**src/rtl/multicycle_control_fsm.sv**
```systemverilog
// rtl/multicycle_control_fsm.sv - multi-cycle FETCH/DECODE/EXEC/MEM/WB sequencer with bus watchdog and sticky trap
// Define PERF_CNT_EN to add the cycle and retired-instruction counters.
package core_pkg;
   localparam logic [6:0] OPCODE_RTYPE  = 7'b0110011;
   localparam logic [6:0] OPCODE_ITYPE  = 7'b0010011;
   localparam logic [6:0] OPCODE_LOAD   = 7'b0000011;
   localparam logic [6:0] OPCODE_STORE  = 7'b0100011;
   localparam logic [6:0] OPCODE_BRANCH = 7'b1100011;
   localparam logic [6:0] OPCODE_JAL    = 7'b1101111;
   localparam logic [6:0] OPCODE_JALR   = 7'b1100111;
   localparam logic [6:0] OPCODE_LUI    = 7'b0110111;
   localparam logic [6:0] OPCODE_AUIPC  = 7'b0010111;

   typedef enum logic [2:0] {
      IMM_RTYPE, IMM_ITYPE, IMM_STYPE, IMM_BTYPE, IMM_UTYPE, IMM_JTYPE
   } imm_sel_e;

   typedef enum logic [2:0] {
      ALUOP_NONE, ALU_ADD, ALU_SUB, ALU_PASS_B, ALUOP_FUNCT3, ALUOP_FUNCT7
   } alu_op_e;

   typedef enum logic [1:0] {
      WB_NONE, WB_ALU, WB_MEM, WB_PC4
   } wb_sel_e;
endpackage

module multicycle_control_fsm
   import core_pkg::*;
#(
   parameter int MAX_WAIT = 16,
   parameter int WAIT_W   = $clog2(MAX_WAIT + 1),
   parameter int CNT_W    = 32
) (
   input  logic             clk_i,
   input  logic             rst_ni,
   input  logic [6:0]       opcode_i,
   input  logic             branch_taken_i,
   output logic             imem_req_o,
   input  logic             imem_rvalid_i,
   output logic             dmem_req_o,
   input  logic             dmem_rvalid_i,
   output logic             MemRead_o,
   output logic             MemWrite_o,
   output logic             IRWrite_o,
   output logic             PCWrite_o,
   output logic [1:0]       pc_sel_o,
   output imm_sel_e         ImmSel_o,
   output logic             ALUSrcA_o,
   output logic             ALUSrcB_o,
   output alu_op_e          ALUOp_o,
   output logic             RegWrite_o,
   output wb_sel_e          WBSel_o,
   output logic             trap_o,
   output logic [1:0]       trap_cause_o,
   output logic [CNT_W-1:0] cycle_cnt_o,
   output logic [CNT_W-1:0] instret_o
);
   typedef enum logic [2:0] {
      S_FETCH, S_DECODE, S_EXEC, S_MEM, S_WB, S_TRAP
   } state_e;

   state_e            state_q, state_d;
   logic [6:0]        opcode_q, opcode_d;
   logic [WAIT_W-1:0] wait_cnt_q, wait_cnt_d;
   logic [1:0]        trap_cause_q, trap_cause_d;
   logic [WAIT_W-1:0] wait_inc;
   logic              timeout;

   imm_sel_e dec_imm;
   alu_op_e  dec_alu;
   wb_sel_e  dec_wb;
   logic     dec_src_a, dec_src_b;

   function automatic logic is_legal(input logic [6:0] op);
      case (op)
         OPCODE_RTYPE, OPCODE_ITYPE, OPCODE_LOAD, OPCODE_STORE, OPCODE_BRANCH,
         OPCODE_JAL, OPCODE_JALR, OPCODE_LUI, OPCODE_AUIPC: is_legal = 1'b1;
         default: is_legal = 1'b0;
      endcase
   endfunction

   // Datapath controls come from the latched opcode so a changing IR input cannot glitch them.
   always_comb begin
      dec_imm   = IMM_RTYPE;
      dec_alu   = ALUOP_NONE;
      dec_wb    = WB_NONE;
      dec_src_a = 1'b0;
      dec_src_b = 1'b0;
      case (opcode_q)
         OPCODE_RTYPE: begin
            dec_alu = ALUOP_FUNCT7;
            dec_wb  = WB_ALU;
         end
         OPCODE_ITYPE: begin
            dec_imm   = IMM_ITYPE;
            dec_alu   = ALUOP_FUNCT3;
            dec_src_b = 1'b1;
            dec_wb    = WB_ALU;
         end
         OPCODE_LOAD: begin
            dec_imm   = IMM_ITYPE;
            dec_alu   = ALU_ADD;
            dec_src_b = 1'b1;
            dec_wb    = WB_MEM;
         end
         OPCODE_STORE: begin
            dec_imm   = IMM_STYPE;
            dec_alu   = ALU_ADD;
            dec_src_b = 1'b1;
         end
         OPCODE_BRANCH: begin
            dec_imm = IMM_BTYPE;
            dec_alu = ALU_SUB;
         end
         OPCODE_JAL: begin
            dec_imm   = IMM_JTYPE;
            dec_alu   = ALU_ADD;
            dec_src_a = 1'b1;
            dec_src_b = 1'b1;
            dec_wb    = WB_PC4;
         end
         OPCODE_JALR: begin
            dec_imm   = IMM_ITYPE;
            dec_alu   = ALU_ADD;
            dec_src_b = 1'b1;
            dec_wb    = WB_PC4;
         end
         OPCODE_LUI: begin
            dec_imm   = IMM_UTYPE;
            dec_alu   = ALU_PASS_B;
            dec_src_a = 1'b1;
            dec_src_b = 1'b1;
            dec_wb    = WB_ALU;
         end
         OPCODE_AUIPC: begin
            dec_imm   = IMM_UTYPE;
            dec_alu   = ALU_ADD;
            dec_src_a = 1'b1;
            dec_src_b = 1'b1;
            dec_wb    = WB_ALU;
         end
         default: ;
      endcase
   end

   assign wait_inc = wait_cnt_q + WAIT_W'(1);
   assign timeout  = (wait_inc == WAIT_W'(MAX_WAIT));

   // wait_cnt defaults to zero so it is clear on every entry to FETCH/MEM.
   always_comb begin
      state_d      = state_q;
      opcode_d     = opcode_q;
      wait_cnt_d   = '0;
      trap_cause_d = trap_cause_q;
      imem_req_o   = 1'b0;
      dmem_req_o   = 1'b0;
      MemRead_o    = 1'b0;
      MemWrite_o   = 1'b0;
      IRWrite_o    = 1'b0;
      PCWrite_o    = 1'b0;
      pc_sel_o     = 2'd0;
      ImmSel_o     = IMM_RTYPE;
      ALUSrcA_o    = 1'b0;
      ALUSrcB_o    = 1'b0;
      ALUOp_o      = ALUOP_NONE;
      RegWrite_o   = 1'b0;
      WBSel_o      = WB_NONE;
      trap_o       = 1'b0;
      trap_cause_o = 2'd0;
      // Outputs are gated by the raw reset so requests drop the instant reset asserts.
      if (rst_ni) begin
         trap_o       = (state_q == S_TRAP);
         trap_cause_o = trap_cause_q;
         if (state_q == S_EXEC || state_q == S_MEM || state_q == S_WB) begin
            ImmSel_o  = dec_imm;
            ALUSrcA_o = dec_src_a;
            ALUSrcB_o = dec_src_b;
            ALUOp_o   = dec_alu;
            WBSel_o   = dec_wb;
         end
         case (state_q)
            S_FETCH: begin
               imem_req_o = 1'b1;
               if (imem_rvalid_i) begin
                  IRWrite_o = 1'b1;
                  state_d   = S_DECODE;
               end else if (timeout) begin
                  state_d      = S_TRAP;
                  trap_cause_d = 2'd2;
               end else begin
                  wait_cnt_d = wait_inc;
               end
            end
            S_DECODE: begin
               opcode_d = opcode_i;
               if (is_legal(opcode_i)) begin
                  state_d = S_EXEC;
               end else begin
                  state_d      = S_TRAP;
                  trap_cause_d = 2'd1;
               end
            end
            S_EXEC: begin
               if (opcode_q == OPCODE_BRANCH) begin
                  PCWrite_o = 1'b1;
                  pc_sel_o  = branch_taken_i ? 2'd1 : 2'd0;
                  state_d   = S_FETCH;
               end else if (opcode_q == OPCODE_LOAD || opcode_q == OPCODE_STORE) begin
                  state_d = S_MEM;
               end else begin
                  state_d = S_WB;
               end
            end
            S_MEM: begin
               dmem_req_o = 1'b1;
               MemRead_o  = (opcode_q == OPCODE_LOAD);
               MemWrite_o = (opcode_q == OPCODE_STORE);
               if (dmem_rvalid_i) begin
                  if (opcode_q == OPCODE_LOAD) begin
                     state_d = S_WB;
                  end else begin
                     PCWrite_o = 1'b1;
                     state_d   = S_FETCH;
                  end
               end else if (timeout) begin
                  state_d      = S_TRAP;
                  trap_cause_d = 2'd3;
               end else begin
                  wait_cnt_d = wait_inc;
               end
            end
            S_WB: begin
               RegWrite_o = 1'b1;
               PCWrite_o  = 1'b1;
               if (opcode_q == OPCODE_JAL) begin
                  pc_sel_o = 2'd1;
               end else if (opcode_q == OPCODE_JALR) begin
                  pc_sel_o = 2'd2;
               end
               state_d = S_FETCH;
            end
            default: ;
         endcase
      end
   end

   always_ff @(posedge clk_i or negedge rst_ni) begin
      if (!rst_ni) begin
         state_q      <= S_FETCH;
         opcode_q     <= '0;
         wait_cnt_q   <= '0;
         trap_cause_q <= 2'd0;
      end else begin
         state_q      <= state_d;
         opcode_q     <= opcode_d;
         wait_cnt_q   <= wait_cnt_d;
         trap_cause_q <= trap_cause_d;
      end
   end

`ifdef PERF_CNT_EN
   logic [CNT_W-1:0] cycle_cnt_q, cycle_cnt_d;
   logic [CNT_W-1:0] instret_q, instret_d;

   always_comb begin
      cycle_cnt_d = cycle_cnt_q;
      instret_d   = instret_q;
      if (state_q != S_TRAP) begin
         cycle_cnt_d = cycle_cnt_q + CNT_W'(1);
      end
      if (PCWrite_o) begin
         instret_d = instret_q + CNT_W'(1);
      end
   end

   always_ff @(posedge clk_i or negedge rst_ni) begin
      if (!rst_ni) begin
         cycle_cnt_q <= '0;
         instret_q   <= '0;
      end else begin
         cycle_cnt_q <= cycle_cnt_d;
         instret_q   <= instret_d;
      end
   end

   assign cycle_cnt_o = cycle_cnt_q;
   assign instret_o   = instret_q;
`else
   assign cycle_cnt_o = '0;
   assign instret_o   = '0;
`endif

endmodule

```
**config.mk**
```make
export PLATFORM = sky130hd
export DESIGN_NAME = multicycle_control_fsm
export DESIGN_NICKNAME = d
export VERILOG_FILES = /design/src/rtl/multicycle_control_fsm.sv
export SDC_FILE = /design/constraint.sdc
export NUM_CORES = 1
export LEC_CHECK = 0
export BUFFER_PORTS_ARGS = -buffer_cell sky130_fd_sc_hd__buf_2
export CAP_MARGIN = 25
export CELL_PAD_IN_SITES_DETAIL_PLACEMENT = 2
export CELL_PAD_IN_SITES_GLOBAL_PLACEMENT = 2
export CORE_ASPECT_RATIO = 1.5
export CORE_MARGIN = 5
export CORE_UTILIZATION = 23
export DETAILED_ROUTE_END_ITERATION = 6
export PLACE_DENSITY = 0.83
export SLEW_MARGIN = 10
export SYNTH_ARGS = -nofsm -noshare
export SYNTH_HDL_FRONTEND = slang
export SYNTH_SLANG_ARGS = --single-unit
```
**constraint.sdc**
```tcl
create_clock -name clk_i -period 1.7 [get_ports clk_i]
set_clock_uncertainty 0.05 [all_clocks]
set_input_delay 0.085 -clock clk_i [delete_from_list [all_inputs] [get_ports clk_i]]
set_output_delay 0.085 -clock clk_i [all_outputs]
set_load 0.01 [all_outputs]
```
[After elaboration in Yosys (flattened, before gate mapping)]
Index checks and enable logic that the tools add are counted.
W data, S select, Z words.
Operators by class
  $add $sub $neg: 1
  equality and inequality tests: 29
  multiplexer cells: 63
  reduce and logical (&&, ||, !) cells: 17
Operators with widths (count)
  $pmux W3 S5: 3
  $eq A7 B6 Y1 const B: 6
  $eq A7 B7 Y1 const B: 6
  $mux W3: 11
  $mux W1: 29
  $eq A7 B5 Y1 const B: 4
  $mux W2: 11
  $mux W5: 4
  $eq A7 B2 Y1 const B: 2
  $pmux W2 S3: 2
  $ne A2 B2 Y1 const B: 5
  $pmux W5 S2: 1
  $reduce_or A9 Y1: 1
  $reduce_and A7 Y1: 1
  $reduce_or A7 Y1: 1
  $eq A3 B2 Y1 const B: 2
  $eq A3 B3 Y1 const B: 2
  $reduce_or A3 Y1: 2
  $add A5 B1 Y5 const B: 1
  $eq A5 B5 Y1 const B: 1
  $reduce_bool A5 Y1: 1
  $reduce_or A5 Y1: 1
  $pmux W2 S2: 1
  $reduce_and A2 Y1: 2
  7 further kinds: 10
Storage, ports and cells
  register bits after elaboration: 17
  bits of input ports: 12
  output and inout port bits: 86
  word-level logic and storage cells: 114

[Logic depth before layout (Yosys ltp)]
  depth after elaboration: 7
  mapped depth: 6
  mapped depth without buffers: 6

[Least setup slack after synthesis]
No wires, ideal clock.
  kind: reg2out
  start point: register state_q[0]
  end point: output ALUOp_o[0]
  arrival: 1.454 ns
  required time: 1.565 ns
  slack: 0.111 ns
  cell stages (with the launch flop): 6
  path buffers: 1
  cell sequence: dfrtp_1 -> buf_6 -> nor3b_4 -> o21ai_2 -> or3_4 -> o21ai_1
On the way
  longest elaborated chain between the ends: 5
  elaborated cells between the ends (all ways): 7
  classes of those cells: eq/ne (3); mux (2); reduce/logical (2)
RTL lines
  from (decl): line 62  | state_e state_q, state_d;
  from (signal assigned): line 254  | state_q <= state_d;
  $eq A3 B2 Y1: line 174  | if (state_q == S_EXEC || state_q == S_MEM || state_q == S_WB) begin
  $logic_or A1 B1 Y1: line 174
  $logic_or A1 B1 Y1 *: line 174
  $mux W3 *: line 174
  $mux W3 *: line 171  | if (rst_ni) begin
  to (decl): line 50  | output alu_op_e ALUOp_o,
Every way passes the cells marked *; elsewhere a longest branch is shown, timed or not.

[Final worst setup path]
  start point: register opcode_q[0]
  end point: output ALUOp_o[0]
On the way
  longest elaborated chain between the ends: 5
  elaborated cells between the ends (all ways): 13
  classes of those cells: eq/ne (9); mux (3); reduce/logical (1)
RTL lines
  from (decl): line 63  | logic [6:0] opcode_q, opcode_d;
  from (signal assigned): line 255  | opcode_q <= opcode_d;
  $eq A7 B2 Y1, or another cell as far along: line 89  | case (opcode_q)
  $reduce_or A5 Y1 (no source line)
  $pmux W3 S5 *: line 89
  $mux W3 *: line 174
  $mux W3 *: line 171
Marks and branches as above.

==> reports/qor.txt <==
status: complete, but fails checks
failing checks: setup timing
total CTS buffers: 3
Synth Area per Inst: 7.97 um^2
GR Util All Layers: 14.8%
H-tree depth: 1
full die area: 9580 um^2
R2R cell count: 7
Final Core Density: 33.3%
worst hold margin: 0.0257 ns
leak pwr: 1.21 nW
routed len/inst: 18.6 um
area grow syn2layout: 42.2%
vias in the first global route: 2096
Final Net Count: 318
Post-synth top cells: buf_4 (64), dfrtp_1 (17), nor2_1 (16)
Routed WL: 7570 um
RSZ-0062 raised after global routing: yes
Rows: 39
via count: 1782
first-pass GRT wire length: 11000 um
PnR worst setup slack: -0.179 ns
grt peak-use layer: met2
Cell variety after synth: 50
routing usage on met2: 29.1%
Final TNS setup: -1.50 ns
Final Cycle Share: 111%
clk_lat worst skew: 0.25 ns
Die Width: 81.6 um
Critical Path AT: 1.74 ns
synth warn: 0
Reg2Reg Setup Slack: -0.10 ns
CP required: 1.56 ns
# port buffers: 33
R2R Path Start: opcode_q[4]
CP max FO: 3
MaxCap Viol Count: 0
pre-CTS setup slack: -0.0684 ns
fill count: 897
cell taking the most area after synthesis: buf_4
routed vias/inst: 4.39
Highest Clock Rate: 0.532 GHz
clock transition at the registers of the reported paths: 0.06 ns
first-iteration detailed-routing DRC count: 30
slowest stage delay, CP: 0.42 ns
antenna violations before repair: 0
ant diodes: 0
CP cell instances: nand2_2, nor2_1, nand2_1, or3_4, o21ai_2, buf_2
fin. max-slew vios: 0
GRT overflow: 0
ys flop type: dfrtp_1
Area contributors post-synth: buf_4 (27%), dfrtp_1 (24%), nor2_1 (3.4%), mux2_2 (3.2%), nor2b_1 (3.2%)
clock tree buffer depth: 2
First-pass DRT Iterations: 4
TritonCTS clock tree: built
FF+latch count, synth: 17
Initial Util: 23.4%
Root Buffer Master: clkbuf_16
GR Util met1: 13.9%
number of flops mapped to enable cells by yosys: 0
Seq/Total Area, Yosys: 24.0%
min-delay worst type: primary input to asynchronous set/reset pin
Mapped Cells: 222
Final Setup Violations: 16
Final min period: 1.88 ns
# IOs: 98
Post-Syn Area: 1770 um^2
R2R Path End: state_q[2]
CP Capture Type: output port
Core Area: 7560 um^2
ANT nets after route: 0
Crit-path slowest cell: dfrtp_1
Die H: 117 um
pin count of the biggest net entering global routing: 12
RD Place Congestion: 0.845
CTS sink count: 17
kind of critical path: flip-flop to output port
asr flop ratio synth: 100%
CP Launch Type: flip-flop
met3 Use GR: 2.30%
share of post-route cells with drive strength above 1: 47.0%
Yosys top cell area share: 27.2%
PD cells: 1380 nW/um^2
Detailed Place HPWL: 5070 um
count leader, synth: buf_4
maximum VDD drop: 0.420 mV
Hold Vio Cnt, Final: 0
drc violations: 0
## cell usage in the layout (no fill, tap or decap), types with 2 or more instances in the layout
| cell type | Yosys | routed |
|---|---|---|
| nor2_4 | 0 | 3 |
| nor3_2 | 0 | 3 |
| a21oi_1 | 8 | 4 |
| buf_2 | 4 | 32 |
| o211ai_1 | 2 | 2 |
| or3_1 | 2 | 2 |
| o21ai_0 | 8 | 5 |
| nand3_1 | 5 | 2 |
| o21ai_2 | 1 | 3 |
| nand2_2 | 1 | 4 |
| nand2_1 | 14 | 11 |
| dlygate4sd3_1 | 0 | 3 |
| inv_1 | 10 | 10 |
| nor2_2 | 1 | 4 |
| and3_4 | 0 | 2 |
| nor2b_2 | 0 | 2 |
| dfrtp_1 | 17 | 12 |
| xor2_1 | 2 | 2 |
| nor2_1 | 16 | 10 |
| nor2b_1 | 9 | 6 |
| a21oi_2 | 0 | 4 |
| nor4_2 | 0 | 2 |
| buf_4 | 64 | 40 |
| conb_1 | 1 | 64 |
| buf_6 | 1 | 10 |
| nor3_4 | 1 | 2 |
| o21ai_1 | 3 | 3 |
| clkbuf_16 | 0 | 3 |
| and2_1 | 2 | 2 |
| o31ai_1 | 2 | 2 |
| nand3_2 | 0 | 2 |
| nand4_1 | 3 | 3 |
| a31oi_2 | 0 | 2 |
| mux2_2 | 5 | 5 |
| dfrtp_2 | 0 | 5 |
| nor3_1 | 7 | 3 |
## state kept, by name, summed over array words and instances (netlist names)
name and flops:
opcode_q 7, trap_cause_q 2, state_q 3, wait_cnt_q 5
## where the power goes
| part | switching (W) | internal (W) | total [W] |
|---|---|---|---|
| clock network | 0.000169 | 0.000318 | 0.000486 |
| registers | 0.000218 | 0.000562 | 0.000781 |
| logic | 0.00120 | 0.00100 | 0.00220 |
## cells by family (layout without fill, tap and decap cells)
logic type / count (synthesis) / after routing / share of synthesized area, %
compound gates: 41 / 41 / 15.3
xor+xnor: 3 / 3 / 1.49
simple gates: 72 / 72 / 22.7
buf+inv: 80 / 99 / 31.3
mux: 7 / 7 / 4.31
other cells: 1 / 64 / 0.212
flops: 17 / 17 / 24.0
fa+ha+maj: 1 / 1 / 0.707
## how the worst max path moves through the flow
stage,cells after the start,from,end,slack (ns)
3_5_place_dp,5,state_q[1],wait_cnt_q[0],-0.07
2_1_floorplan,5,state_q[0],ALUOp_o[0],0.11
3_3_place_gp,5,state_q[1],wait_cnt_q[0],0.03
6_report,6,opcode_q[0],ALUOp_o[0],-0.18
4_1_cts,5,state_q[0],ALUOp_o[0],-0.13
5_1_grt,6,opcode_q[0],ALUSrcB_o,-0.27
## per-layer routing
metal  part of all wire (%)  wire (um)
met1                     31       2360
met2                     58       4400
met3                    5.1        389
met4                    5.6        423
met5                      0          0
## final cells by class
| cell class | count | area (um^2) | share of cell area [%] |
|---|---|---|---|
| clock inverters | 1 | 7.51 | 0.298 |
| repair buffers | 85 | 603 | 24.0 |
| clock buffers | 3 | 75.1 | 2.98 |
| inverters | 10 | 37.5 | 1.49 |
| flip-flops and latches | 17 | 432 | 17.2 |
| well taps | 102 | 128 | 5.07 |
| multi-input cells | 188 | 1230 | 49.0 |
## critical path: cells and delay by family (launching register included)
kind	cells	cell delay, ns
compound gates	1	0.13
flops	1	0.42
simple gates	4	0.80
buf+inv	1	0.15
## metrics by stage
step	instance area [um^2]	total power (W)	std cells
final	2520	0.00347	406
after global routing	2520	0.00365	406
after CTS	2280	0.00303	396
after detailed placement	1990	0.00220	377
after global placement	1990	0.00212	377
after floorplan	2010	0.00168	285
## timing repair
item / in CTS / in global routing
hold buffers: 3 / 0
buffers inserted: 12 / 10
pin swaps: 8 / 8
gates resized for setup: 29 / 38
endpoints found under the setup margin: 26 / 25
hold endpoints to repair: 11 / 0
(Power assumes the default switching activity.)
